[src/rtl/commit_trace_buffer_if.sv]
// Commit-side (WB stage) and drain-side signals of the retire trace buffer.
// Drain handshake: a record transfers on each rising edge where rd_valid && rd_ready; rd_valid never depends on rd_ready.
interface commit_trace_buffer_if #(
    parameter int DATA_W = 16,
    parameter int ADDR_W = 16,
    parameter int REG_W  = 4
);
    localparam int REC_W = 4 + REG_W + 2 * ADDR_W + 2 * DATA_W;

    logic [ADDR_W-1:0] wb_pc;
    logic              wb_regwrite;
    logic [REG_W-1:0]  wb_rd;
    logic [DATA_W-1:0] wb_wdata;
    logic              wb_memread;
    logic              wb_memwrite;
    logic [ADDR_W-1:0] wb_memaddr;
    logic [DATA_W-1:0] wb_memwdata;
    logic [DATA_W-1:0] wb_memrdata;
    logic              wb_halt;

    logic              rd_valid;
    logic              rd_ready;
    logic [REC_W-1:0]  rd_data;

    modport master (
        output wb_pc, wb_regwrite, wb_rd, wb_wdata, wb_memread, wb_memwrite,
        output wb_memaddr, wb_memwdata, wb_memrdata, wb_halt, rd_ready,
        input  rd_valid, rd_data
    );

    modport slave (
        input  wb_pc, wb_regwrite, wb_rd, wb_wdata, wb_memread, wb_memwrite,
        input  wb_memaddr, wb_memwdata, wb_memrdata, wb_halt, rd_ready,
        output rd_valid, rd_data
    );
endinterface

[src/rtl/commit_trace_buffer.sv]
// Retire-event monitor: packs each WB commit into a record, queues it in a circular
// buffer drained over valid/ready, and tracks retire/cycle counters, halt and watchdog.
module commit_trace_buffer #(
    parameter int DATA_W     = 16,
    parameter int ADDR_W     = 16,
    parameter int REG_W      = 4,
    parameter int DEPTH      = 16,
    parameter int CNT_W      = 32,
    parameter int WDOG_LIMIT = 100000,
    parameter int OVERWRITE  = 0
) (
    input  logic                     clk,
    input  logic                     rst_n,
    input  logic                     clr,
    commit_trace_buffer_if.slave     bus,
    output logic [$clog2(DEPTH):0]   level,
    output logic [CNT_W-1:0]         cycle_count,
    output logic [CNT_W-1:0]         retire_count,
    output logic                     halted,
    output logic                     overflow,
    output logic                     timeout,
    output logic                     proto_err
);
    localparam int PTR_W = $clog2(DEPTH);
    localparam int LVL_W = PTR_W + 1;
    localparam int REC_W = 4 + REG_W + 2 * ADDR_W + 2 * DATA_W;

    logic [REC_W-1:0]  mem [DEPTH];
    logic [PTR_W-1:0]  head;
    logic [PTR_W-1:0]  tail;

    logic              capture;
    logic              ev;
    logic              pop;
    logic              full;
    logic              evict;
    logic              drop;
    logic              do_write;
    logic              lvl_inc;
    logic              lvl_dec;
    logic              wdog_hit;
    logic [CNT_W-1:0]  cycle_next;
    logic [ADDR_W-1:0] rec_memaddr;
    logic [DATA_W-1:0] rec_regdata;
    logic [DATA_W-1:0] rec_memdata;
    logic [REC_W-1:0]  rec;

    always_comb begin
        capture = ~halted & ~timeout;
        ev      = capture & (bus.wb_regwrite | bus.wb_memread | bus.wb_memwrite | bus.wb_halt);

        rec_memaddr = (bus.wb_memread | bus.wb_memwrite) ? bus.wb_memaddr : '0;
        rec_regdata = bus.wb_regwrite ? bus.wb_wdata : '0;
        // A store takes precedence for memdata when both strobes are (illegally) set.
        if (bus.wb_memwrite) begin
            rec_memdata = bus.wb_memwdata;
        end else if (bus.wb_memread) begin
            rec_memdata = bus.wb_memrdata;
        end else begin
            rec_memdata = '0;
        end
        rec = {bus.wb_halt, bus.wb_memwrite, bus.wb_memread, bus.wb_regwrite,
               bus.wb_rd, bus.wb_pc, rec_memaddr, rec_regdata, rec_memdata};

        pop      = bus.rd_valid & bus.rd_ready;
        full     = (level == LVL_W'(DEPTH));
        evict    = ev & full & ~pop & (OVERWRITE != 0);
        drop     = ev & full & ~pop & (OVERWRITE == 0);
        do_write = ev & ~drop;
        // Eviction keeps the buffer full: the write replaces the popped-out oldest entry.
        lvl_inc  = do_write & ~pop & ~evict;
        lvl_dec  = pop & ~do_write;

        cycle_next = (cycle_count == '1) ? cycle_count : cycle_count + 1'b1;
        wdog_hit   = capture & ~(ev & bus.wb_halt) & (cycle_next == CNT_W'(WDOG_LIMIT));
    end

    always_ff @(posedge clk or negedge rst_n) begin
        if (!rst_n) begin
            head         <= '0;
            tail         <= '0;
            level        <= '0;
            cycle_count  <= '0;
            retire_count <= '0;
            halted       <= 1'b0;
            overflow     <= 1'b0;
            timeout      <= 1'b0;
            proto_err    <= 1'b0;
        end else if (clr) begin
            head         <= '0;
            tail         <= '0;
            level        <= '0;
            cycle_count  <= '0;
            retire_count <= '0;
            halted       <= 1'b0;
            overflow     <= 1'b0;
            timeout      <= 1'b0;
            proto_err    <= 1'b0;
        end else begin
            if (do_write) tail <= tail + 1'b1;
            if (pop | evict) head <= head + 1'b1;
            if (lvl_inc) begin
                level <= level + 1'b1;
            end else if (lvl_dec) begin
                level <= level - 1'b1;
            end
            if (capture) cycle_count <= cycle_next;
            if (ev) retire_count <= retire_count + 1'b1;
            if (ev & bus.wb_halt) halted <= 1'b1;
            if (drop | evict) overflow <= 1'b1;
            if (wdog_hit) timeout <= 1'b1;
            if (capture & bus.wb_memread & bus.wb_memwrite) proto_err <= 1'b1;
        end
    end

    // Storage has no reset; occupancy alone decides what is valid.
    always_ff @(posedge clk) begin
        if (do_write && !clr) mem[tail] <= rec;
    end

    assign bus.rd_valid = (level != '0);
    assign bus.rd_data  = bus.rd_valid ? mem[head] : '0;
endmodule

[src/flat_wrapper.sv]
// flat-port wrapper written by rule: the top's interface ports become plain ports
module commit_trace_buffer_flat 
#(
    parameter int DATA_W     = 16,
    parameter int ADDR_W     = 16,
    parameter int REG_W      = 4,
    parameter int DEPTH      = 16,
    parameter int CNT_W      = 32,
    parameter int WDOG_LIMIT = 100000,
    parameter int OVERWRITE  = 0
)
  (clk, rst_n, clr, level, cycle_count, retire_count, halted, overflow, timeout, proto_err, bus_wb_pc, bus_wb_regwrite, bus_wb_rd, bus_wb_wdata, bus_wb_memread, bus_wb_memwrite, bus_wb_memaddr, bus_wb_memwdata, bus_wb_memrdata, bus_wb_halt, bus_rd_ready, bus_rd_valid, bus_rd_data);
  commit_trace_buffer_if #(.DATA_W(DATA_W), .ADDR_W(ADDR_W), .REG_W(REG_W)) bus_i ();
  input  logic clk;
  input  logic rst_n;
  input  logic clr;
  output logic [$clog2(DEPTH):0] level;
  output logic [CNT_W-1:0] cycle_count;
  output logic [CNT_W-1:0] retire_count;
  output logic halted;
  output logic overflow;
  output logic timeout;
  output logic proto_err;
  input wire logic [$bits(bus_i.wb_pc)-1:0] bus_wb_pc;
  input wire logic [$bits(bus_i.wb_regwrite)-1:0] bus_wb_regwrite;
  input wire logic [$bits(bus_i.wb_rd)-1:0] bus_wb_rd;
  input wire logic [$bits(bus_i.wb_wdata)-1:0] bus_wb_wdata;
  input wire logic [$bits(bus_i.wb_memread)-1:0] bus_wb_memread;
  input wire logic [$bits(bus_i.wb_memwrite)-1:0] bus_wb_memwrite;
  input wire logic [$bits(bus_i.wb_memaddr)-1:0] bus_wb_memaddr;
  input wire logic [$bits(bus_i.wb_memwdata)-1:0] bus_wb_memwdata;
  input wire logic [$bits(bus_i.wb_memrdata)-1:0] bus_wb_memrdata;
  input wire logic [$bits(bus_i.wb_halt)-1:0] bus_wb_halt;
  input wire logic [$bits(bus_i.rd_ready)-1:0] bus_rd_ready;
  output wire logic [$bits(bus_i.rd_valid)-1:0] bus_rd_valid;
  output wire logic [$bits(bus_i.rd_data)-1:0] bus_rd_data;
  assign bus_i.wb_pc = bus_wb_pc;
  assign bus_i.wb_regwrite = bus_wb_regwrite;
  assign bus_i.wb_rd = bus_wb_rd;
  assign bus_i.wb_wdata = bus_wb_wdata;
  assign bus_i.wb_memread = bus_wb_memread;
  assign bus_i.wb_memwrite = bus_wb_memwrite;
  assign bus_i.wb_memaddr = bus_wb_memaddr;
  assign bus_i.wb_memwdata = bus_wb_memwdata;
  assign bus_i.wb_memrdata = bus_wb_memrdata;
  assign bus_i.wb_halt = bus_wb_halt;
  assign bus_i.rd_ready = bus_rd_ready;
  assign bus_rd_valid = bus_i.rd_valid;
  assign bus_rd_data = bus_i.rd_data;
  commit_trace_buffer #(.DATA_W(DATA_W), .ADDR_W(ADDR_W), .REG_W(REG_W), .DEPTH(DEPTH), .CNT_W(CNT_W), .WDOG_LIMIT(WDOG_LIMIT), .OVERWRITE(OVERWRITE)) u_core (.clk(clk), .rst_n(rst_n), .clr(clr), .bus(bus_i), .level(level), .cycle_count(cycle_count), .retire_count(retire_count), .halted(halted), .overflow(overflow), .timeout(timeout), .proto_err(proto_err));
endmodule
[config.mk]
export PLATFORM = sky130hd
export DESIGN_NAME = commit_trace_buffer_flat
export DESIGN_NICKNAME = d
export VERILOG_FILES = /design/src/rtl/commit_trace_buffer_if.sv /design/src/rtl/commit_trace_buffer.sv /design/src/flat_wrapper.sv
export SDC_FILE = /design/constraint.sdc
export NUM_CORES = 1
export LEC_CHECK = 0
export CORE_ASPECT_RATIO = 0.5
export CORE_UTILIZATION = 60
export CTS_CLUSTER_DIAMETER = 150
export CTS_CLUSTER_SIZE = 24
export DETAILED_ROUTE_END_ITERATION = 7
export PLACE_DENSITY_LB_ADDON = 0.15
export SETUP_SLACK_MARGIN = 0.05
export SLEW_MARGIN = 20
export SYNTH_ARGS = -nofsm -noshare
export SYNTH_HDL_FRONTEND = slang
export SYNTH_SLANG_ARGS = --single-unit
[constraint.sdc]
create_clock -name clk -period 11 [get_ports clk]
set_input_delay 2.2 -clock clk [delete_from_list [all_inputs] [get_ports clk]]
set_output_delay 2.2 -clock clk [all_outputs]
set_load 0.01 [all_outputs]
Yosys cells after proc, flatten, opt, wreduce, memory -nomap -nowiden
Memory sizes are Yosys's and may differ from the RTL's.
Index checks and enable logic that the tools add are counted.
W data, S select, Z words.
{"block": "word_totals", "regBits": 81, "ram_bits": 1152, "in_bits": 92, "wordCells": 81, "mem_count": 1}
{"memory": "u_core.mem", "words": 16, "width": 72, "read_ports": 1, "rd_clocked_by_memory_dff": 0, "wr": 1, "line": "commit_trace_buffer.sv:28", "text": "logic [REC_W-1:0] mem [DEPTH];"}
{"block": "classes", "n_addsub": 6, "eq_ne": 3, "muxes": 27, "bitwise_logic": 23, "n_reduce_logical": 12}
{"cell": "$mux W32", "n": 5}
{"cell": "$mux W72", "n": 1}
{"cell": "$add A32 B1 Y32 const B", "n": 2}
{"cell": "$mux W16", "n": 4}
{"cell": "$eq A32 B17 Y1 const B", "n": 1}
{"cell": "$eq A32 B32 Y1 const B", "n": 1}
{"cell": "$mux W4", "n": 4}
{"cell": "$reduce_bool A2 Y1", "n": 8}
{"cell": "$mux W5", "n": 3}
{"cell": "$and A1 B1 Y1", "n": 13}
{"cell": "$mux W1", "n": 10}
{"cell": "$add A4 B1 Y4 const B", "n": 2}
{"cell": "$not A1 Y1", "n": 6}
{"cell": "$add A5 B1 Y5 const B", "n": 1}
{"cell": "$eq A5 B5 Y1 const B", "n": 1}
{"cell": "$reduce_bool A5 Y1", "n": 1}
{"cell": "$sub A5 B1 Y5 const B", "n": 1}
{"cell": "$or A1 B1 Y1", "n": 4}
{"cell": "$reduce_bool A3 Y1", "n": 1}
{"cell": "$logic_and A1 B1 Y1", "n": 1}
{"cell": "$logic_not A1 Y1", "n": 1}

Depth between registers and ports, before layout
Gate-level depths: netlist of run 1.
{"block": "depth", "depth_word": 13, "ltp_mapped": 11}

Worst setup path after synthesis of run 1
No wires, ideal clock.
{"block": "synth_timing", "path_type": "in2reg", "startpoint": "input port bus_wb_memread", "endpoint": "memory u_core.mem[3][0] (netlist bit), enable pin", "setup_ns": 0.503, "t_arrival_ns": 6.080, "required_time_ns": 10.497, "path_slack_ns": 4.417, "path_stages": 5, "path_buffers": 0, "path_cell_list": "or4_1 > nand2_1 > nor2_1 > nand2_1 > nor2_1"}
{"block": "synth_between", "elab_chain_len": 11}
{"item": "start, declared", "line": "flat_wrapper.sv:28", "text": "input wire logic [$bits(bus_i.wb_memread)-1:0] bus_wb_memread;"}
{"item": "$or A1 B1 Y1 (*) (3 in series)", "line": "commit_trace_buffer.sv:50", "text": "ev = capture & (bus.wb_regwrite | bus.wb_memread | bus.wb_memwrite | bus.wb_halt);"}
{"item": "$and A1 B1 Y1 (*)", "line": "commit_trace_buffer.sv:50"}
{"item": "$and A1 B1 Y1 (2 in series)"}
{"item": "$not A1 Y1", "line": "commit_trace_buffer.sv:69", "text": "do_write = ev & ~drop;"}
{"item": "$and A1 B1 Y1 (*)", "line": "commit_trace_buffer.sv:69"}
{"item": "$logic_and A1 B1 Y1 (*)", "line": "commit_trace_buffer.sv:118", "text": "if (do_write && !clr) mem[tail] <= rec;"}
{"item": "$mux W1 (*)", "line": "commit_trace_buffer.sv:118"}
{"item": "$mux W1 (implied by the code) (*)", "line": "commit_trace_buffer.sv:118"}
{"item": "end, declared", "line": "commit_trace_buffer.sv:28"}
Mark *: on every way between the ends. The rest lies on a longest branch, timed or not.

Worst setup path after layout of run 1
{"block": "layout_timing", "startpoint": "register u_core.head[1]", "endpoint": "output port bus_rd_data[45]"}
{"block": "layout_between", "elab_chain_len": 2}
{"item": "start, declared", "line": "commit_trace_buffer.sv:29", "text": "logic [PTR_W-1:0] head;"}
{"item": "start signal, assigned", "line": "commit_trace_buffer.sv:101", "text": "if (pop | evict) head <= head + 1'b1;"}
{"item": "$mem_v2 Z16 W72"}
{"item": "$mux W72", "line": "commit_trace_buffer.sv:122", "text": "assign bus.rd_data = bus.rd_valid ? mem[head] : '0;"}
{"item": "end, declared", "line": "flat_wrapper.sv:36", "text": "output wire logic [$bits(bus_i.rd_data)-1:0] bus_rd_data;"}
Every way passes these cells.

==> out/metrics.csv, run 1 <==
stage;metric;value;unit
sta;timing_worst_slew_pin_value;1.12;ns
clocking;postCtsSetupBuffers;0;
clocking;ctsHoldBuffers;0;
critical_path;timing.setup.critical_path_class;register to primary output;
floorplanning;fp-row-count;73;
power;p_clk_share;23.9;%
synth;synth_enable_flop_cells;1152;
drt;route.detailed.vias_per_inst;6.42;
grt;grt_antenna_before_repair;0;
floorplanning;die_h;204;um
power;leakagePower;16.5;nW
sta;tmin_final;6.79;ns
sta;final_max_slew_viol_count;0;
job;max_cap_viol_count;0;
sta;final.period_utilization;61.7;%
sta;grt_setup_unrepaired;no;
cells_and_area;layout_common_cells;sky130_fd_sc_hd__edfxtp_1, sky130_fd_sc_hd__mux4_2, sky130_fd_sc_hd__clkdlybuf4s50_1, sky130_fd_sc_hd__and2_1, sky130_fd_sc_hd__nor2_1;
sta;clock.fmax;147;MHz
floorplanning;initial_core_util;61.0;%
critical_path;rrSetupSlack;6.94;ns
critical_path;worst_ep_arrival_time;4.59;ns
cells_and_area;n_antenna_cell;0;
grt;globalRoute.totalOverflow;0;
synth;syn_nets;2412;
critical_path;worstPathRequired;8.80;ns
critical_path;crit_path_end_kind;primary output;
synth;synthesis.area;48800;um2
placement;numPortBuffers;237;
drt;drt_first_iter_violations;2539;
clocking;number_of_resized_instances_in_the_post_cts_repair_step;0;
sta;setup-tns-final;0;ns
power;vdd.ir_drop.worst;0.157;mV
cells_and_area;most_common_cell_after_layout_fill_and_taps_aside;sky130_fd_sc_hd__edfxtp_1;
synth;dominant_synthesized_flop_cell;sky130_fd_sc_hd__edfxtp_1;
cells_and_area;final_net_count;2627;
synth;ys_types;59;
drt;detailroute.via_count;23308;
synth;synth_seq_cells;1233;
clocking;cts-buffers-inserted;57;
drt;drt_drc_violations_left;0;
clocking;cts-root-to-sink-buffers;3;
grt;grt_first_pass_wirelength;150;mm
cells_and_area;fill_cells;5112;
power;p_per_area;182;nW/um2
sta;finalSetupViolations;0;
drt;routed_wl;101;mm
synth;postSynthCellCount;2308;
floorplanning;fp.coreArea;80000;um2
placement;gp_congestion;0.851;
power;power.share.combinational;22.2;%
clocking;cts_tree;done;
power;p_sw_share;24.9;%
drt;drt_pass1_iterations;7;
grt;pin_count_of_the_biggest_net_entering_global_routing;95;
cells_and_area;flow.area_growth_from_synthesis;10.9;%
critical_path;cp-start-kind;register;
critical_path;timing.critical_path.fanout_max;68;
synth;synth_warnings;0;
drt;route.antenna.remaining_nets;0;
synth;synth_sequential_area_ratio;75.0;%
clocking;cts_sinks;1233;
sta;slew_headroom;25.3;%
drt;average_routed_wire_per_standard_cell;27.7;um
placement;post-dp-hpwl;55.1;mm
floorplanning;pin_count;238;
grt;gr-usage-all-layers;24.8;%
sta;hold_viol;0;
cells_and_area;proportion_of_layout_cells_with_a_drive_suffix_above_1;19.8;%
grt;via_count_of_the_first_global_routing_pass;23260;
power;cell_internal_pwr;7.41;mW
clocking;clk-insertion-delay-late;0.68;ns
clocking;clk_pin_slew_worst_paths;0.10;ns
cells_and_area;utilization;67.7;%
power;power.share.sequential;53.9;%
clocking;ctsRootBufferMaster;sky130_fd_sc_hd__clkbuf_16;
outcome;run_status;completed;
floorplanning;die-width;405;um
clocking;htree_num_levels;2;
power;switching_power;2.45;mW
synth;synth_area_per_cell;21.2;um2
synth;async_set_reset_flop_share_out_of_synthesis;6.57;%
sta;fin_worst_skew;0.0329;ns
floorplanning;die_outline_area;82600;um2
min_path;worstHoldPathType;register to register;
-- power by group through the flow --
stage	logic (mW)	registers [mW]	clock network [mW]
after global routing	2.35	5.33	2.55
after detailed placement	2.23	5.42	0
after floorplan	1.45	5.37	0
after global placement	2.22	5.42	0
after CTS	2.24	5.32	2.39
final	2.19	5.32	2.35
-- final timing paths --
path                                                    from                                  end  cells past startpoint
worst max-delay path              u_core.head[1]$_DFFE_PN0P_                      bus_rd_data[45]                      6
worst min register to register  u_core.proto_err$_DFFE_PN0P_         u_core.proto_err$_DFFE_PN0P_                      2
worst max register to register   u_core.level[0]$_DFFE_PN0P_          u_core.level[4]$_DFFE_PN0P_                     11
min in group asynchronous                              rst_n  u_core.retire_count[30]$_DFFE_PN0P_                      1
max in group asynchronous                              rst_n           u_core.head[3]$_DFFE_PN0P_                      1
worst min-delay path            u_core.proto_err$_DFFE_PN0P_         u_core.proto_err$_DFFE_PN0P_                      2
-- cells in the mapped netlist, types with 2 or more instances --
master	count	area [um2]
sky130_fd_sc_hd__buf_2	14	70.1
sky130_fd_sc_hd__a31oi_1	4	25.0
sky130_fd_sc_hd__dfrtp_1	81	2030
sky130_fd_sc_hd__nand3b_1	3	22.5
sky130_fd_sc_hd__inv_1	10	37.5
sky130_fd_sc_hd__and2_1	91	569
sky130_fd_sc_hd__o21ai_0	13	65.1
sky130_fd_sc_hd__ha_1	11	138
sky130_fd_sc_hd__a31o_2	2	17.5
sky130_fd_sc_hd__buf_1	23	86.3
sky130_fd_sc_hd__and3_1	15	93.8
sky130_fd_sc_hd__a211oi_1	2	15.0
sky130_fd_sc_hd__nor2_1	103	387
sky130_fd_sc_hd__a21oi_1	21	105
sky130_fd_sc_hd__nand4_1	25	156
sky130_fd_sc_hd__nand2_1	56	210
sky130_fd_sc_hd__a211o_1	3	26.3
sky130_fd_sc_hd__or4_1	3	22.5
sky130_fd_sc_hd__o31ai_1	4	30.0
sky130_fd_sc_hd__a22o_1	15	131
sky130_fd_sc_hd__mux4_2	360	8110
sky130_fd_sc_hd__nor3b_1	4	30.0
sky130_fd_sc_hd__xor2_1	33	289
sky130_fd_sc_hd__clkbuf_1	82	308
sky130_fd_sc_hd__nand3_1	33	165
sky130_fd_sc_hd__xnor2_1	40	350
sky130_fd_sc_hd__a21o_1	2	15.0
sky130_fd_sc_hd__buf_4	2	15.0
sky130_fd_sc_hd__nor3_1	20	100
sky130_fd_sc_hd__nand2b_1	5	31.3
sky130_fd_sc_hd__edfxtp_1	1152	34600
sky130_fd_sc_hd__and4_1	5	43.8
sky130_fd_sc_hd__or3_1	15	93.8
sky130_fd_sc_hd__nor2b_1	17	106
sky130_fd_sc_hd__nor4_1	15	93.8
-- through the flow --
stage	hold WS (ns)	setup slack (ns)	total power [mW]	cells	area, um2
2_1_floorplan	0.527	4.42	6.82	2308	48800
3_3_place_gp	0.484	4.89	7.64	3551	52500
3_5_place_dp	0.486	4.81	7.66	3551	52500
4_1_cts	0.511	4.15	9.95	3633	54100
5_1_grt	0.558	4.04	10.2	3633	54100
6_report	0.507	4.21	9.86	3633	54100
-- cells by family (layout without fill, tap and decap cells) --
group | Yosys count | in the layout | synth area share (%)
mux | 362 | 362 | 16.6
compound gates | 76 | 76 | 1.10
flops | 1233 | 1233 | 75.0
xor+xnor | 73 | 73 | 1.31
fa+ha+maj | 12 | 12 | 0.323
buf+inv | 133 | 371 | 1.09
simple gates | 419 | 419 | 4.53
-- final cells by class --
type,instances,area (um2),share of cell area (%)
Clock buffer,79,1530,2.83
Inverter,10,37.5,0.0693
Multi-Input combinational cell,942,11800,21.8
Timing Repair Buffer,279,2710,5.00
Sequential cell,1233,36600,67.7
Tap cell,1087,1360,2.51
Clock inverter,3,52.6,0.0971
-- per-layer routing --
metal | share of wire, % | GRT usage (%) | wire length, um
met4 | 1.6 | 4.96 | 1660
met2 | 49 | 39.7 | 49400
met3 | 6.5 | 3.30 | 6580
met5 | 0 | 0 | 0
met1 | 43 | 37.4 | 43000
-- flip-flops by register name, indices dropped and copies added, names as in the netlist --
| name | flops |
|---|---|
| u_core.mem | 1152 |
| u_core.cycle_count | 32 |
| u_core.retire_count | 32 |
| u_core.level | 5 |
| u_core.head | 4 |
| u_core.tail | 4 |
| u_core.halted | 1 |
| u_core.overflow | 1 |
| u_core.proto_err | 1 |
| u_core.timeout | 1 |
-- critical path: stages (launching register included) --
cell                              delay [ns]
sky130_fd_sc_hd__dfrtp_4                0.82
sky130_fd_sc_hd__buf_4                  0.51
sky130_fd_sc_hd__buf_4                  0.81
sky130_fd_sc_hd__mux4_2                 0.44
sky130_fd_sc_hd__mux4_2                 0.52
sky130_fd_sc_hd__and2_1                 0.18
sky130_fd_sc_hd__clkdlybuf4s50_1        0.49
Note: power is estimated with default switching activity, not from simulation.
==> run 2, diff against run 1 <==
==> constraint.sdc (replaced) <==
create_clock -name clk -period 6.7 [get_ports clk]
set_input_delay 1.34 -clock clk [delete_from_list [all_inputs] [get_ports clk]]
set_output_delay 1.34 -clock clk [all_outputs]
set_load 0.01 [all_outputs]
==> run 2 against run 1 <==
Against the previous run: clock skew decreased by 0.017 ns; global-route usage barely moved; first-iteration DRC count rose by 3.5%; count of clock-buffer cells in the layout unchanged; register-to-register slack lost 4.0 ns; die area unchanged; total power increased by 65%; via count up 1.0%; sequential power is 64% higher; core utilization increased by 0.42 points; critical path type unchanged; largest cell class unchanged; largest power group unchanged; highest routed layer unchanged.
==> out/metrics.csv, run 2 (synthesis results as in run 1) <==
stage;metric;value;unit;change
drt;routed_wl;101;mm;+0.37%
floorplanning;fp-row-count;73;;unchanged
sta;hold_viol;0;;unchanged
clocking;clk-insertion-delay-late;0.66;ns;-0.02 ns
grt;via_count_of_the_first_global_routing_pass;23305;;+0.19%
critical_path;timing.setup.critical_path_class;register to primary output;;
sta;setup-tns-final;0;ns;unchanged
drt;routed-wl-met2;48.3;mm;-2.1%
min_path;whs_endpoint;u_core.proto_err$_DFFE_PN0P_;;
clocking;cts-buffers-inserted;57;;unchanged
cells_and_area;most_common_cell_after_layout_fill_and_taps_aside;sky130_fd_sc_hd__edfxtp_1;;
sta;slew_headroom;19.3;%;-6.1 points
critical_path;worstPathRequired;5.36;ns;-3.44 ns
clocking;postCtsSetupBuffers;0;;unchanged
placement;post-dp-hpwl;55.9;mm;+1.5%
cells_and_area;proportion_of_layout_cells_with_a_drive_suffix_above_1;20.4;%;+0.55 points
sta;fin_worst_skew;0.0163;ns;-0.0166 ns
clocking;cts-root-to-sink-buffers;3;;unchanged
floorplanning;die_outline_area;82600;um2;unchanged
critical_path;ff2ff_path_depth;10;;-1
critical_path;rrSetupSlack;2.98;ns;-3.96 ns
drt;drt_pass1_iterations;5;;-2
drt;average_routed_wire_per_standard_cell;27.6;um;-0.21%
min_path;worstHoldPathType;register to register;;
critical_path;slowest_stage;sky130_fd_sc_hd__dfrtp_4;;
drt;drt_first_iter_violations;2629;;+3.5%
sta;final.period_utilization;79.1;%;
drt;route.layer.met1.wl;44.9;mm;+4.4%
clocking;htree_num_levels;2;;unchanged
clocking;cts_tree;done;;
floorplanning;die_h;204;um;unchanged
grt;grt_antenna_before_repair;1;;+1
grt;grt_first_pass_wirelength;150;mm;+0.42%
placement;dpl_worst_slack;1.50;ns;-3.31 ns
sta;tmin_final;5.30;ns;
clocking;number_of_resized_instances_in_the_post_cts_repair_step;0;;unchanged
cells_and_area;layout_common_cells;sky130_fd_sc_hd__edfxtp_1, sky130_fd_sc_hd__mux4_2, sky130_fd_sc_hd__clkdlybuf4s50_1, sky130_fd_sc_hd__and2_1, sky130_fd_sc_hd__nor2_1;;
power;design_power_total;16.2;mW;+65%
sta;grt_setup_unrepaired;no;;
clocking;clk_pin_slew_worst_paths;0.10;ns;about the same
power;vdd.ir_drop.worst;0.206;mV;+32%
floorplanning;initial_core_util;61.0;%;unchanged
drt;detailroute.via_count;23546;;+1.0%
min_path;hp-start;u_core.proto_err$_DFFE_PN0P_;;
cells_and_area;flow.area_growth_from_synthesis;11.6;%;
critical_path;critPathMaxStageDelay;0.94;ns;+0.12 ns
cells_and_area;utilization;68.1;%;+0.42 points
floorplanning;pin_count;238;;unchanged
floorplanning;die-width;405;um;unchanged
clocking;ctsHoldBuffers;0;;unchanged
drt;dr_wl_met3;6.51;mm;-1.1%
cells_and_area;reg.largest.list;u_core.mem: 1152 flops, u_core.cycle_count: 32 flops, u_core.retire_count: 32 flops;;
critical_path;worst_ep_arrival_time;3.96;ns;-0.63 ns
critical_path;worst_r2r_endpoint;u_core.level[4]$_DFFE_PN0P_;;
drt;route.antenna.remaining_nets;0;;unchanged
grt;globalRoute.totalOverflow;0;;unchanged
cells_and_area;final_net_count;2647;;+0.76%
sta;finalSetupViolations;0;;unchanged
sta;timing.hold.ws;0.527;ns;+0.0199 ns
sta;clock.fmax;189;MHz;
drt;route.top_layer_used;met4;;
grt;pin_count_of_the_biggest_net_entering_global_routing;103;;+8.4%
job;max_cap_viol_count;0;;unchanged
placement;gp_congestion;0.867;;+1.9%
critical_path;crit_path_end_kind;primary output;;
grt;gr-usage-all-layers;24.8;%;+0.026 points
clocking;ctsRootBufferMaster;sky130_fd_sc_hd__clkbuf_16;;
clocking;cts_sinks;1233;;unchanged
critical_path;critical_path.cell_chain;buf_4, mux4_2, mux4_2, and2_1, clkdlybuf4s50_1;;
floorplanning;fp.coreArea;80000;um2;unchanged
outcome;run_status;completed;;
sta;worst_slack;1.40;ns;-2.81 ns
critical_path;timing.critical_path.fanout_max;37;;-46%
power;p_per_area;298;nW/um2;+64%
critical_path;worst_flop_to_flop_path_startpoint;u_core.level[1]$_DFFE_PN0P_;;
min_path;hold-path-cell-count;2;;unchanged
sta;timing_worst_slew_pin_value;1.21;ns;+0.0908 ns
critical_path;cp-start-kind;register;;
drt;route.detailed.vias_per_inst;6.44;;+0.44%
cells_and_area;largest_register;u_core.mem;;
power;leakagePower;16.7;nW;+0.91%
cells_and_area;largest_register_ffs;1152;;unchanged
drt;drt_drc_violations_left;0;;unchanged
critical_path;critical-path-top-cell-by-count;sky130_fd_sc_hd__mux4_2;;
sta;final_max_slew_viol_count;0;;unchanged
placement;numPortBuffers;237;;unchanged
-- run 2: worst max-delay path, delay by kind of cell, from the launching register on --
kind / cells / cell delay [ns]
flip-flops: 1 / 0.94
multiplexers: 2 / 1.02
AND/OR/NAND/NOR: 1 / 0.17
buffers and inverters: 2 / 1.10
-- run 2: cell type report --
class / count / area [um2]
tap: 1087 / 1360
timing repair buffer: 299 / 3050
multi-input combinational: 942 / 11800
clock inverter: 3 / 52.6
clock buffer: 79 / 1530
antenna: 1 / 2.50
sequential: 1233 / 36600
inverter: 10 / 37.5
fill: 5045 / 25500
-- run 2: worst max path at each step --
stage                               start                     endpoint  slack [ns]
2_1_floorplan              bus_wb_memread   u_core.mem[3][0]$_DFFE_PP_        0.98
3_3_place_gp              bus_wb_regwrite  u_core.mem[2][46]$_DFFE_PP_        1.62
3_5_place_dp              bus_wb_regwrite  u_core.mem[2][46]$_DFFE_PP_        1.50
4_1_cts        u_core.head[0]$_DFFE_PN0P_              bus_rd_data[68]        1.29
5_1_grt        u_core.head[0]$_DFFE_PN0P_              bus_rd_data[68]        1.19
6_report       u_core.head[0]$_DFFE_PN0P_              bus_rd_data[68]        1.40
-- run 2: layer usage --
metal | global-route usage (%) | up-vias
li1 | - | 9928
met1 | 38.7 | 12638
met2 | 39.0 | 882
met3 | 3.18 | 98
met4 | 3.76 | 0
met5 | 0 | -
-- run 2: through the flow --
stage | instances | cell area (um2)
floorplan | 2308 | 48800
CTS | 3652 | 54400
global placement | 3570 | 52900
finish | 3654 | 54500
global route | 3653 | 54500
detailed placement | 3570 | 52900
-- run 2: power by group --
group,internal [mW],switching (mW),total (mW)
combinational,2.02,1.64,3.66
clock,1.61,2.25,3.86
sequential,8.59,0.140,8.73
==> run 3, diff against run 2 <==
--- a/config.mk
+++ b/config.mk
@@ -6,7 +6,7 @@
 export NUM_CORES = 1
 export LEC_CHECK = 0
 export CORE_ASPECT_RATIO = 0.5
-export CORE_UTILIZATION = 60
+export CORE_UTILIZATION = 54
 export CTS_CLUSTER_DIAMETER = 150
 export CTS_CLUSTER_SIZE = 24
 export DETAILED_ROUTE_END_ITERATION = 7
==> constraint.sdc (replaced) <==
create_clock -name clk -period 4.6 [get_ports clk]
set_input_delay 0.92 -clock clk [delete_from_list [all_inputs] [get_ports clk]]
set_output_delay 0.92 -clock clk [all_outputs]
set_load 0.01 [all_outputs]
==> run 3 against run 2 <==
Against the previous run: total power grew 47%; count of clock-buffer cells in the layout is the same; highest routed layer is now met5; via count grew 0.69%; die area grew 11%; sequential power grew 44%; largest power group unchanged.
==> out/metrics.csv, run 3 (synthesis results as in run 1) <==
stage;metric;value;unit;change
drt;route.detailed.vias_per_inst;6.29;;-2.5%
clocking;cts-root-to-sink-buffers;3;;unchanged
drt;drt_first_iter_violations;2819;;+7.2%
cells_and_area;multi_input_area;11800;um2;about the same
floorplanning;die-width;427;um;+5.4%
cells_and_area;sequential_cell_area;36600;um2;unchanged
outcome;run_status;completed;;
critical_path;ff2ff_path_depth;12;;+2
floorplanning;fp.coreArea;88900;um2;+11%
critical_path;worst_ep_arrival_time;3.49;ns;-0.47 ns
grt;grt_antenna_before_repair;5;;+4
floorplanning;die_h;215;um;+5.4%
min_path;worstHoldPathType;primary input to async pin;;
critical_path;timing.critical_path.fanout_max;26;;-30%
sta;slew_headroom;30.9;%;+12 points
sta;finalSetupViolations;0;;unchanged
cells_and_area;largest_register_ffs;1152;;unchanged
floorplanning;pin_count;238;;unchanged
sta;hold_viol;0;;unchanged
critical_path;worst_flop_to_flop_path_startpoint;u_core.level[0]$_DFFE_PN0P_;;
critical_path;cp-start-kind;register;;
clocking;htree_num_levels;2;;unchanged
drt;routed_wl;109;mm;+8.3%
cells_and_area;flow.area_growth_from_synthesis;12.6;%;
critical_path;critPathTopFamily;buffers and inverters;;
sta;final_max_slew_viol_count;0;;unchanged
sta;timing_worst_slew_pin_value;1.04;ns;-0.174 ns
drt;average_routed_wire_per_standard_cell;29.0;um;+4.9%
clocking;cts-buffers-inserted;57;;unchanged
floorplanning;die_outline_area;91700;um2;+11%
clocking;clk_pin_slew_worst_paths;0.10;ns;about the same
drt;drt_pass1_iterations;5;;unchanged
grt;grt_first_pass_wirelength;161;mm;+7.1%
cells_and_area;reg.largest.list;u_core.mem: 1152 flops, u_core.cycle_count: 32 flops, u_core.retire_count: 32 flops;;
cells_and_area;largest_register;u_core.mem;;
cells_and_area;final_net_count;2666;;+0.72%
sta;clock.fmax;227;MHz;
sta;tmin_final;4.41;ns;
cells_and_area;proportion_of_layout_cells_with_a_drive_suffix_above_1;20.9;%;+0.55 points
critical_path;critical-path-top-cell-by-count;sky130_fd_sc_hd__mux4_2;;
grt;via_count_of_the_first_global_routing_pass;24077;;+3.3%
clocking;cts_tree;done;;
critical_path;crit_path_end_kind;primary output;;
clocking;ctsRootBufferMaster;sky130_fd_sc_hd__clkbuf_16;;
placement;gp_congestion;0.872;;+0.58%
drt;drt_drc_violations_left;0;;unchanged
grt;gr-usage-all-layers;24.2;%;-0.63 points
grt;pin_count_of_the_biggest_net_entering_global_routing;85;;-17%
critical_path;worstPathRequired;3.68;ns;-1.68 ns
power;p_per_area;435;nW/um2;+46%
sta;final.period_utilization;95.9;%;
drt;route.antenna.remaining_nets;0;;unchanged
clocking;clk-insertion-delay-late;0.70;ns;+0.04 ns
cells_and_area;most_common_cell_after_layout_fill_and_taps_aside;sky130_fd_sc_hd__edfxtp_1;;
power;vdd.ir_drop.worst;0.313;mV;+52%
placement;post-dp-hpwl;59.2;mm;+5.9%
clocking;ctsHoldBuffers;0;;unchanged
power;leakagePower;16.8;nW;+0.92%
critical_path;rrSetupSlack;1.17;ns;-1.81 ns
critical_path;worst_r2r_endpoint;u_core.level[4]$_DFFE_PN0P_;;
critical_path;slowest_stage;sky130_fd_sc_hd__mux4_2;;
job;max_cap_viol_count;0;;unchanged
floorplanning;initial_core_util;54.9;%;-6.1 points
floorplanning;fp-row-count;77;;+5.5%
sta;fin_worst_skew;0.0257;ns;+0.00949 ns
placement;post_dp_cell_area;53400;um2;+0.95%
sta;grt_setup_unrepaired;yes;;
clocking;cts_sinks;1233;;unchanged
drt;detailroute.via_count;23709;;+0.69%
critical_path;critPathMaxStageDelay;0.54;ns;-0.40 ns
grt;globalRoute.totalOverflow;0;;unchanged
cells_and_area;layout_common_cells;sky130_fd_sc_hd__edfxtp_1, sky130_fd_sc_hd__mux4_2, sky130_fd_sc_hd__clkdlybuf4s50_1, sky130_fd_sc_hd__and2_1, sky130_fd_sc_hd__nor2_1;;
critical_path;critical_path.cell_chain;buf_12, buf_16, mux4_2, mux4_2, and2_1, clkdlybuf4s50_1;;
power;design_power_total;23.9;mW;+47%
critical_path;crit_buf_inv;3;;+1
cells_and_area;fill_cells;6142;;+22%
placement;numPortBuffers;237;;unchanged
cells_and_area;postLayoutCellArea;55000;um2;+0.93%
critical_path;timing.setup.critical_path_class;register to primary output;;
[run 3: layout make-up]
class,count,share of cell area [%]
sequential,1233,66.6
clock inverter,3,0.0956
antenna,2,0.00910
inverter,10,0.0683
timing repair buffer,318,6.24
multi-input combinational,942,21.5
clock buffer,79,2.78
tap,1185,2.70
[run 3: timing repair]
item / CTS / global route
gates resized for setup: 1 / 1
buffers inserted: 2 / 1
endpoints found under the hold margin: 0 / 0
endpoints found under the setup margin: 11 / 5
[run 3: layer usage]
metal	GRT usage, %	routed length (um)	up-vias
met1	36.4	46900	12823
li1	-	-	9958
met3	3.43	7250	111
met4	4.18	1610	2
met5	0	13	-
met2	38.6	53600	815
[run 3: worst max path at each step]
stage                                     startpoint  depth (start not counted)                    endpoint
after floorplan                       bus_wb_memread                          5  u_core.mem[3][0]$_DFFE_PP_
after global placement    u_core.head[0]$_DFFE_PN0P_                          6              bus_rd_data[2]
after detailed placement  u_core.head[0]$_DFFE_PN0P_                          6              bus_rd_data[9]
after CTS                 u_core.head[1]$_DFFE_PN0P_                          6             bus_rd_data[70]
after global routing      u_core.head[0]$_DFFE_PN0P_                          6              bus_rd_data[9]
final                     u_core.head[0]$_DFFE_PN0P_                          6              bus_rd_data[9]
[run 3: worst reg2reg max path: cells and delay by family, from the launching register on]
| family | cells | cell delay, ns |
|---|---|---|
| adders and majority gates | 1 | 0.46 |
| AOI/OAI and AO/OA | 4 | 0.71 |
| and+or+nand+nor | 6 | 1.52 |
| DFF | 1 | 0.48 |
| buffers and inverters | 1 | 0.18 |
[run 3: per-stage QoR]
stage | utilization (%) | TNS, ns | std cells | setup WS [ns] | hold slack [ns]
after floorplan | - | -499.63 | 2308 | -0.703 | 0.527
after global placement | 60.0 | 0 | 3685 | 0.751 | 0.502
after detailed placement | 60.0 | 0 | 3685 | 0.743 | 0.511
after CTS | 61.8 | 0 | 3769 | 0.0798 | 0.197
after global routing | 61.8 | 0 | 3771 | 0.0348 | 0.231
final | 61.8 | 0 | 3772 | 0.187 | 0.215
[run 3: where the power goes]
group / switching, mW / internal [mW] / total, mW
clock: 3.37 / 2.34 / 5.71
sequential: 0.117 / 12.5 / 12.6
combinational: 2.56 / 3.01 / 5.57
total: 6.05 / 17.9 / 23.9
